[src/rtl/ram_refresh_pkg.sv]
// Shared definitions for the CAS-before-RAS refresh engine and the RAM controller.
// Holds the refresh state encoding, the timing defaults and a saturating-increment helper.
package ram_refresh_pkg;

  typedef enum logic [2:0] {
    ST_IDLE = 3'd0,
    ST_HOLD = 3'd1,
    ST_CAS  = 3'd2,
    ST_RAS  = 3'd3,
    ST_PRE  = 3'd4
  } ref_state_e;

  localparam int unsigned CNT_W = 4;

  localparam logic [CNT_W-1:0] TCSR_DEF = 4'd1;
  localparam logic [CNT_W-1:0] TRAS_DEF = 4'd4;
  localparam logic [CNT_W-1:0] TRP_DEF  = 4'd2;

  function automatic logic [CNT_W-1:0] sat_inc(input logic [CNT_W-1:0] v);
    return (v == {CNT_W{1'b1}}) ? v : v + 1'b1;
  endfunction

endpackage

[src/rtl/ram_refresh_timer.sv]
// Loadable 4-bit down-counter that times each refresh phase.
// tc_o marks the last cycle of a phase, i.e. the cycle on which the count is 1.
module ram_refresh_timer
  import ram_refresh_pkg::*;
(
  input  logic             clk_i,
  input  logic             rst_ni,
  input  logic             load_i,
  input  logic [CNT_W-1:0] load_val_i,
  output logic             tc_o
);

  logic [CNT_W-1:0] cnt_q;
  logic [CNT_W-1:0] cnt_d;

  always_comb begin
    cnt_d = cnt_q;
    if (load_i) begin
      cnt_d = load_val_i;
    end else if (cnt_q != '0) begin
      cnt_d = cnt_q - 1'b1;
    end
  end

  always_ff @(posedge clk_i) begin
    if (!rst_ni) begin
      cnt_q <= '0;
    end else begin
      cnt_q <= cnt_d;
    end
  end

  assign tc_o = (cnt_q == {{(CNT_W-1){1'b0}}, 1'b1});

endmodule

[src/rtl/ram_refresh.sv]
// CAS-before-RAS refresh engine: owes one refresh per timer period and runs it while the bus
// is idle, or stalls new RAM accesses once the timer flags the refresh as urgent.
module ram_refresh
  import ram_refresh_pkg::*;
#(
  parameter logic [CNT_W-1:0] TCSR = TCSR_DEF,
  parameter logic [CNT_W-1:0] TRAS = TRAS_DEF,
  parameter logic [CNT_W-1:0] TRP  = TRP_DEF
) (
  input  logic             CLK,
  input  logic             nRESin,
  input  logic             RefReq,
  input  logic             RefUrg,
  input  logic             BACT,
  input  logic             RAMBusy,
  output logic             RAMHold,
  output logic             RefOwn,
  output logic             RefRAS,
  output logic             RefCAS,
  output logic             RefDone,
  output logic [CNT_W-1:0] MissCnt,
  output ref_state_e       dbg_state_o,
  output logic             dbg_pending_o
);

  ref_state_e       state_q;
  logic             pending_q;
  logic             ref_req_q;
  logic [CNT_W-1:0] miss_q;
  logic             hold_q, own_q, ras_q, cas_q, done_q;

  logic             tc;
  logic             cnt_load;
  logic [CNT_W-1:0] cnt_val;
  logic             rise, fall, start_w, abort_w, go_cas, pre_exit;

  assign rise     = RefReq && !ref_req_q;
  assign fall     = !RefReq && ref_req_q;
  assign start_w  = pending_q && (!BACT || RefUrg);
  assign abort_w  = (state_q == ST_HOLD) && !RefUrg && BACT;
  // hold_q being set in HOLD means the controller has already seen RAMHold for a full cycle.
  assign go_cas   = (state_q == ST_HOLD) && !abort_w && !RAMBusy && hold_q;
  assign pre_exit = (state_q == ST_PRE) && tc;

  always_comb begin
    cnt_load = 1'b0;
    cnt_val  = '0;
    if (go_cas) begin
      cnt_load = 1'b1;
      cnt_val  = TCSR;
    end else if (state_q == ST_CAS && tc) begin
      cnt_load = 1'b1;
      cnt_val  = TRAS;
    end else if (state_q == ST_RAS && tc) begin
      cnt_load = 1'b1;
      cnt_val  = TRP;
    end
  end

  ram_refresh_timer u_timer (
    .clk_i      (CLK),
    .rst_ni     (nRESin),
    .load_i     (cnt_load),
    .load_val_i (cnt_val),
    .tc_o       (tc)
  );

  always_ff @(posedge CLK) begin
    if (!nRESin) begin
      state_q   <= ST_IDLE;
      pending_q <= 1'b0;
      ref_req_q <= 1'b0;
      miss_q    <= '0;
      hold_q    <= 1'b0;
      own_q     <= 1'b0;
      ras_q     <= 1'b0;
      cas_q     <= 1'b0;
      done_q    <= 1'b0;
    end else begin
      ref_req_q <= RefReq;
      done_q    <= 1'b0;

      // A boundary that lands mid-sequence is not a miss: that refresh is about to complete.
      if (fall && pending_q && (state_q == ST_IDLE || state_q == ST_HOLD)) begin
        miss_q <= sat_inc(miss_q);
      end

      if (rise) begin
        pending_q <= 1'b1;
      end else if (pre_exit) begin
        pending_q <= 1'b0;
      end

      case (state_q)
        ST_IDLE: begin
          if (start_w) begin
            state_q <= ST_HOLD;
            hold_q  <= 1'b1;
          end
        end
        ST_HOLD: begin
          if (abort_w) begin
            state_q <= ST_IDLE;
            hold_q  <= 1'b0;
          end else if (go_cas) begin
            state_q <= ST_CAS;
            own_q   <= 1'b1;
            cas_q   <= 1'b1;
          end
        end
        ST_CAS: begin
          if (tc) begin
            state_q <= ST_RAS;
            ras_q   <= 1'b1;
          end
        end
        ST_RAS: begin
          if (tc) begin
            state_q <= ST_PRE;
            ras_q   <= 1'b0;
            cas_q   <= 1'b0;
          end
        end
        ST_PRE: begin
          if (tc) begin
            state_q <= ST_IDLE;
            hold_q  <= 1'b0;
            own_q   <= 1'b0;
            done_q  <= 1'b1;
          end
        end
        default: begin
          state_q <= ST_IDLE;
          hold_q  <= 1'b0;
          own_q   <= 1'b0;
          ras_q   <= 1'b0;
          cas_q   <= 1'b0;
        end
      endcase
    end
  end

  assign RAMHold       = hold_q;
  assign RefOwn        = own_q;
  assign RefRAS        = ras_q;
  assign RefCAS        = cas_q;
  assign RefDone       = done_q;
  assign MissCnt       = miss_q;
  assign dbg_state_o   = state_q;
  assign dbg_pending_o = pending_q;

endmodule

[config.mk]
export PLATFORM = sky130hd
export DESIGN_NAME = ram_refresh
export DESIGN_NICKNAME = d
export VERILOG_FILES = /design/src/rtl/ram_refresh_pkg.sv /design/src/rtl/ram_refresh_timer.sv /design/src/rtl/ram_refresh.sv
export SDC_FILE = /design/constraint.sdc
export NUM_CORES = 1
export LEC_CHECK = 0
export CAP_MARGIN = 20
export CELL_PAD_IN_SITES_DETAIL_PLACEMENT = 1
export CELL_PAD_IN_SITES_GLOBAL_PLACEMENT = 1
export CORE_MARGIN = 1
export CORE_UTILIZATION = 37
export DETAILED_ROUTE_END_ITERATION = 10
export PLACE_DENSITY = 0.76
export SLEW_MARGIN = 10
export SYNTH_ARGS = -nofsm -noshare
export SYNTH_HDL_FRONTEND = slang
export SYNTH_HIERARCHICAL = 1
export SYNTH_SLANG_ARGS = --single-unit
[constraint.sdc]
create_clock -name CLK -period 2.2 [get_ports CLK]
set_input_delay 0.44 -clock CLK [delete_from_list [all_inputs] [get_ports CLK]]
set_output_delay 0.44 -clock CLK [all_outputs]
set_load 0.01 [all_outputs]
# After elaboration in Yosys (flattened, before gate mapping)
# Cells that the tools add are included.
[classes]
muxes = 28
eq_ne = 14
bitwise_logic = 5
n_reduce_logical = 36
n_addsub = 2
[ops]
columns = ["operator", "count"]
rows = [
  ["3-bit two-way mux", 8],
  ["3-bit one-hot mux with 5 select lines", 1],
  ["2-bit != test, second input constant", 7],
  ["1-bit logical AND", 13],
  ["1-bit two-way mux", 12],
  ["4-bit AND reduction", 3],
  ["1-bit one-hot mux with 3 select lines", 3],
  ["3-bit OR reduction", 3],
  ["4-bit two-way mux", 2],
  ["3-bit by 2-bit equality test with 1-bit output, second input constant", 2],
  ["1-bit logical NOT", 6],
  ["1-bit inverter", 5],
  ["5-bit AND reduction", 1],
  ["4-bit by 1-bit adder with 4-bit output, second input constant", 1],
  ["4-bit by 1-bit equality test with 1-bit output, second input constant", 1],
  ["4-bit equality test, second input constant", 1],
  ["1-bit one-hot mux with 4 select lines", 1],
  ["2-bit AND reduction", 2],
  ["2-bit nonzero test", 2],
  ["4-bit nonzero test", 1],
  ["4-bit by 1-bit subtractor with 4-bit output, second input constant", 1],
  ["3-bit by 1-bit equality test with 1-bit output, second input constant", 1],
  ["3-bit equality test, second input constant", 1],
  ["3-bit logical NOT", 1],
  ["other kinds (5)", 6],
]
[word_totals]
reg_bits = 18

# Logic depth before layout (Yosys ltp)
[logic_depth]
ltp_word = 10
ltp_mapped = 8

# Modules after synthesis
# The synthesis kept the hierarchy.
[modules_own_cells]
columns = ["mod", "instances", "seq_area_each_um2", "area_each_um2", "cells_each"]
rows = [
  ["ram_refresh", 1, 280.3, 732.0, 87],
  ["ram_refresh_timer", 1, 80.1, 251.5, 27],
]

# Worst setup path after synthesis
# Ideal clock, no wire load.
[synth_timing]
path_type = "reg-to-reg"
startpoint = "register u_timer.cnt_q[1]"
endpoint = "register u_timer.cnt_q[2]"
required_ns = 2.085
slack_ns = 0.361
period_less_slack_ns = 1.839
setup_ns = 0.115
arrival_time_ns = 1.724
path_stages_with_launch = 8
path_cell_list = "dfxtp_1 > inv_1 > ha_1 > nor3b_1 > nand2_1 > o21bai_1 > o31ai_1 > and2_1"
[synth_via]
elab_chain_len = 6
[synth_lines]
columns = ["item", "line_no", "text"]
rows = [
  ["start: declaration", "ram_refresh_timer.sv:13", "logic [CNT_W-1:0] cnt_q;"],
  ["start signal: assignment", "ram_refresh_timer.sv:29", "cnt_q <= cnt_d;"],
  ["4-bit by 1-bit equality test with 1-bit output *", "ram_refresh_timer.sv:33", "assign tc_o = (cnt_q == {{(CNT_W-1){1'b0}}, 1'b1});"],
  ["net tc", "ram_refresh.sv:32", "logic tc;"],
  ["1-bit logical AND", "ram_refresh.sv:54", "end else if (state_q == ST_RAS && tc) begin"],
  ["1-bit two-way mux", "ram_refresh.sv:54", ""],
  ["1-bit two-way mux *", "ram_refresh.sv:51", "end else if (state_q == ST_CAS && tc) begin"],
  ["1-bit two-way mux *", "ram_refresh.sv:48", "if (go_cas) begin"],
  ["net cnt_load", "ram_refresh.sv:33", "logic cnt_load;"],
  ["4-bit two-way mux / 2-bit nonzero test (equally long branches)", "n/a", ""],
]
# The timed path passes the listed nets; every way through them passes the cells marked *. The select of a mux whose other input is x is not followed.
# A chain may end at the register's enable or synchronous reset.

# Worst setup path in the final report
[layout_timing]
startpoint = "register state_q[1] (netlist: dbg_state_o[1])"
endpoint = "output dbg_state_o[1]"
[layout_rtl]
columns = ["item", "line_no", "text"]
rows = [
  ["start: declaration", "ram_refresh.sv:26", "ref_state_e state_q;"],
  ["start signal: assignment", "ram_refresh.sv:70", "state_q <= ST_IDLE;"],
  ["start signal: assignment", "ram_refresh.sv:97", "state_q <= ST_HOLD;"],
  ["start signal: assignment", "ram_refresh.sv:103", "state_q <= ST_IDLE;"],
  ["end: declaration", "ram_refresh.sv:22", "output ref_state_e dbg_state_o,"],
]
# No word-level cell between the ends.

==> flow_summary_export.csv <==
group,metric,value,unit
placement,gp_congestion,0.723,
power,clkPwrFrac,18.8,%
power,swShare,31.5,%
synth,syn_inst,114,
die,die_width,53.6,µm
drt,viasPerCell,5.37,
setup_path,reg2reg_slack,0.27,ns
setup_path,critPathTopFamily,"buffers and inverters",
setup_path,crit_path_top_delay_cell,"clkdlybuf4s50_1",
clocking,clk_path_buf_depth,2,
drt,num_vias,892,
finish,finalNetCount,148,
setup_path,rr_endpoint,"u_timer/cnt_q[0]$_SDFFE_PN0P_",
worst_hold_path,worstHoldStart,"dbg_state_o[0]$_SDFFE_PN0P_",
timing,whs,0.519,ns
synth,synth.top_cell.area_share,36.6,%
clocking,cts_sinks,18,
setup_path,reg2regPathDepth,7,
power,p_leak,0.465,nW
timing,finalHoldViolations,0,
synth,yosys_warnings,6,
clocking,clockRootBuffer,"clkbuf_4",
finish,diodes,0,
worst_hold_path,min_to,"dbg_state_o[0]$_SDFFE_PN0P_",
drt,wl_per_cell,14.4,µm
global_routing,grt_pass1_vias,947,
power,vdd_drop_max,0.000437,V
clocking,cts_tree,"done",
timing,period_needed,1.96,ns
clocking,postCtsHoldBufs,0,
clocking,cts.repair.resized,0,
worst_hold_path,holdPathStages,2,
setup_path,timing_worst_setup_path_type,"reg2out",
synth,synth_ff_type,"dfxtp_1",
timing,finClkSkew,0.00378,ns
global_routing,gr-total-overflow,0,
clocking,post-cts-setup-buffers,0,
finish,utilization,49.6,%
synth,synth_area,983,µm²
power,power_frac_seq,45.9,%
synth,synth_area_leaders,"dfxtp_1, ha_1, nor2_1",
finish,drive_gt1_share,11.0,%
run_status,status,"complete, no violations",
die,initial_core_util,39.3,%
finish,final_cell_mix,"dfxtp_1, clkdlybuf4s50_1, nor2_1",
drt,drtPass1Iterations,3,
clocking,clk_pin_slew_worst_paths,0.10,ns
drt,ant_nets,0,
placement,portBuffers,18,
timing,setup-tns-final,0,ns
timing,rsz0062_at_grt,"no",
die,io_pins,19,
finish,syn_to_final_growth,26.2,%
synth,synth_fp_nets,124,
timing,drv_slew,0,
die,dieArea,2870,µm²
timing,timing.final.crit_share,88.9,%
finish,fillers,315,
placement,dp_slack,0.127,ns
clocking,cts_buffers,3,
global_routing,antenna_found_initial,0,
global_routing,grt.total_usage,20.2,%
drt,wl,2390,µm
power,power.internal,0.585,mW
setup_path,crit_path_cell_trace,"clkdlybuf4s50_1",
die,coreArea,2500,µm²
timing,setup_viol,0,
timing,fmax,0.511,GHz
power,power_density,688,nW/µm²
placement,dp_hpwl,1820,µm
synth,synth_edf_count,0,
worst_hold_path,hold_path.class,"reg2reg",
setup_path,timing.rr.start,"u_timer/cnt_q[1]$_SDFFE_PN0P_",
synth,synth-seq-cells,18,
setup_path,arrival,1.52,ns
synth,yosys.cell_types.count,38,
setup_path,required,1.76,ns
setup_path,critPathBufInv,1,
synth,yosys.area.top_type,"dfxtp_1",
clocking,cts_htree_levels,1,
setup_path,crit_path_start_kind,"flop",
run,cap_violations,0,
global_routing,grt_pass1_wl,4270,µm
power,p_switching,0.269,mW
setup_path,crit_fanout,12,
synth,synthArstFlopShare,0,%
synth,ys_seq_area_share,36.6,%
timing,finalWorstSetupSlack,0.244,ns
setup_path,max_stage_delay,0.63,ns
drt,drt-initial-drc-count,2,
die,die_h,53.6,µm
global_routing,grt_start_max_net_pins,13,
drt,drc,0,
clocking,insertion_delay,0.28,ns
die,rows,18,
setup_path,cp-end-kind,"output pin",
power,combPwrFrac,35.2,%
synth,avgSynthCellArea,8.63,µm²
[cells by family (layout without fill, tap and decap cells)]
family                   Yosys count  count (layout)  synth area share (%)
AND/OR/NAND/NOR                   49              49                  31.0
AO/OA/AOI/OAI                     27              27                  17.7
flip-flops                        18              18                  36.6
buffers and inverters             10              32                  4.33
adder cells (fa/ha/maj)            4               4                  5.09
XOR/XNOR                           3               3                  2.67
multiplexers                       2               2                  2.16
other                              1               1                 0.381
[worst max-delay path by stage]
stage,slack (ns),start,cells past startpoint,to
floorplan,0.36,u_timer/cnt_q[1]$_SDFFE_PN0P_,7,u_timer/cnt_q[2]$_SDFFE_PN0P_
global placement,0.25,BACT,6,u_timer/cnt_q[3]$_SDFFE_PN0P_
detailed placement,0.13,BACT,6,u_timer/cnt_q[0]$_SDFFE_PN0P_
CTS,0.22,dbg_state_o[1]$_SDFFE_PN0P_,1,dbg_state_o[1]
global route,0.02,u_timer/cnt_q[1]$_SDFFE_PN0P_,7,u_timer/cnt_q[0]$_SDFFE_PN0P_
finish,0.24,dbg_state_o[1]$_SDFFE_PN0P_,1,dbg_state_o[1]
[sequential cells by signal, summed over array words and instances, names as in the netlist]
register / count
u_timer/cnt_q: 4
RefCAS: 1
RefDone: 1
RefOwn: 1
RAMHold: 1
dbg_pending_o: 1
MissCnt: 4
RefRAS: 1
dbg_state_o: 3
ref_req_q: 1
[cell usage after synthesis, types with 3 or more instances]
cell type	count
dfxtp_1	18
nor2_1	11
a21oi_1	8
nand3_1	7
o21ai_0	7
inv_1	6
nand2_1	6
nand2b_1	5
ha_1	4
nor2b_1	3
nor3b_1	3
o31ai_1	3
[power groups by stage]
stage	combinational (mW)	clock, mW	sequential [mW]
final	0.301	0.161	0.392
after global routing	0.337	0.182	0.398
after CTS	0.307	0.173	0.393
after detailed placement	0.304	0	0.401
after global placement	0.293	0	0.399
after floorplan	0.201	0	0.395
[cell type report]
cell class / instances / area [µm²] / area share, %
tap: 30 / 37.5 / 3.02
clock buffer: 3 / 22.5 / 1.81
multi-input combinational: 86 / 581 / 46.8
timing repair buffer: 23 / 218 / 17.5
inverter: 6 / 22.5 / 1.81
sequential: 18 / 360 / 29.0
[layer usage]
layer | vias to the layer above | global-route usage, % | share of wire (%)
li1 | 449 | - | -
met1 | 434 | 26.7 | 49
met2 | 7 | 33.8 | 48
met3 | 2 | 2.54 | 1.6
met4 | 0 | 7.02 | 0.42
met5 | - | 0 | 0
[through the flow]
stage,cell area (µm²),std cells,power (mW)
2_1_floorplan,983,114,0.596
5_1_grt,1240,166,0.917
3_5_place_dp,1220,163,0.705
6_report,1240,166,0.854
3_3_place_gp,1220,163,0.692
4_1_cts,1240,166,0.873
Power figures use the tool's default switching activity.
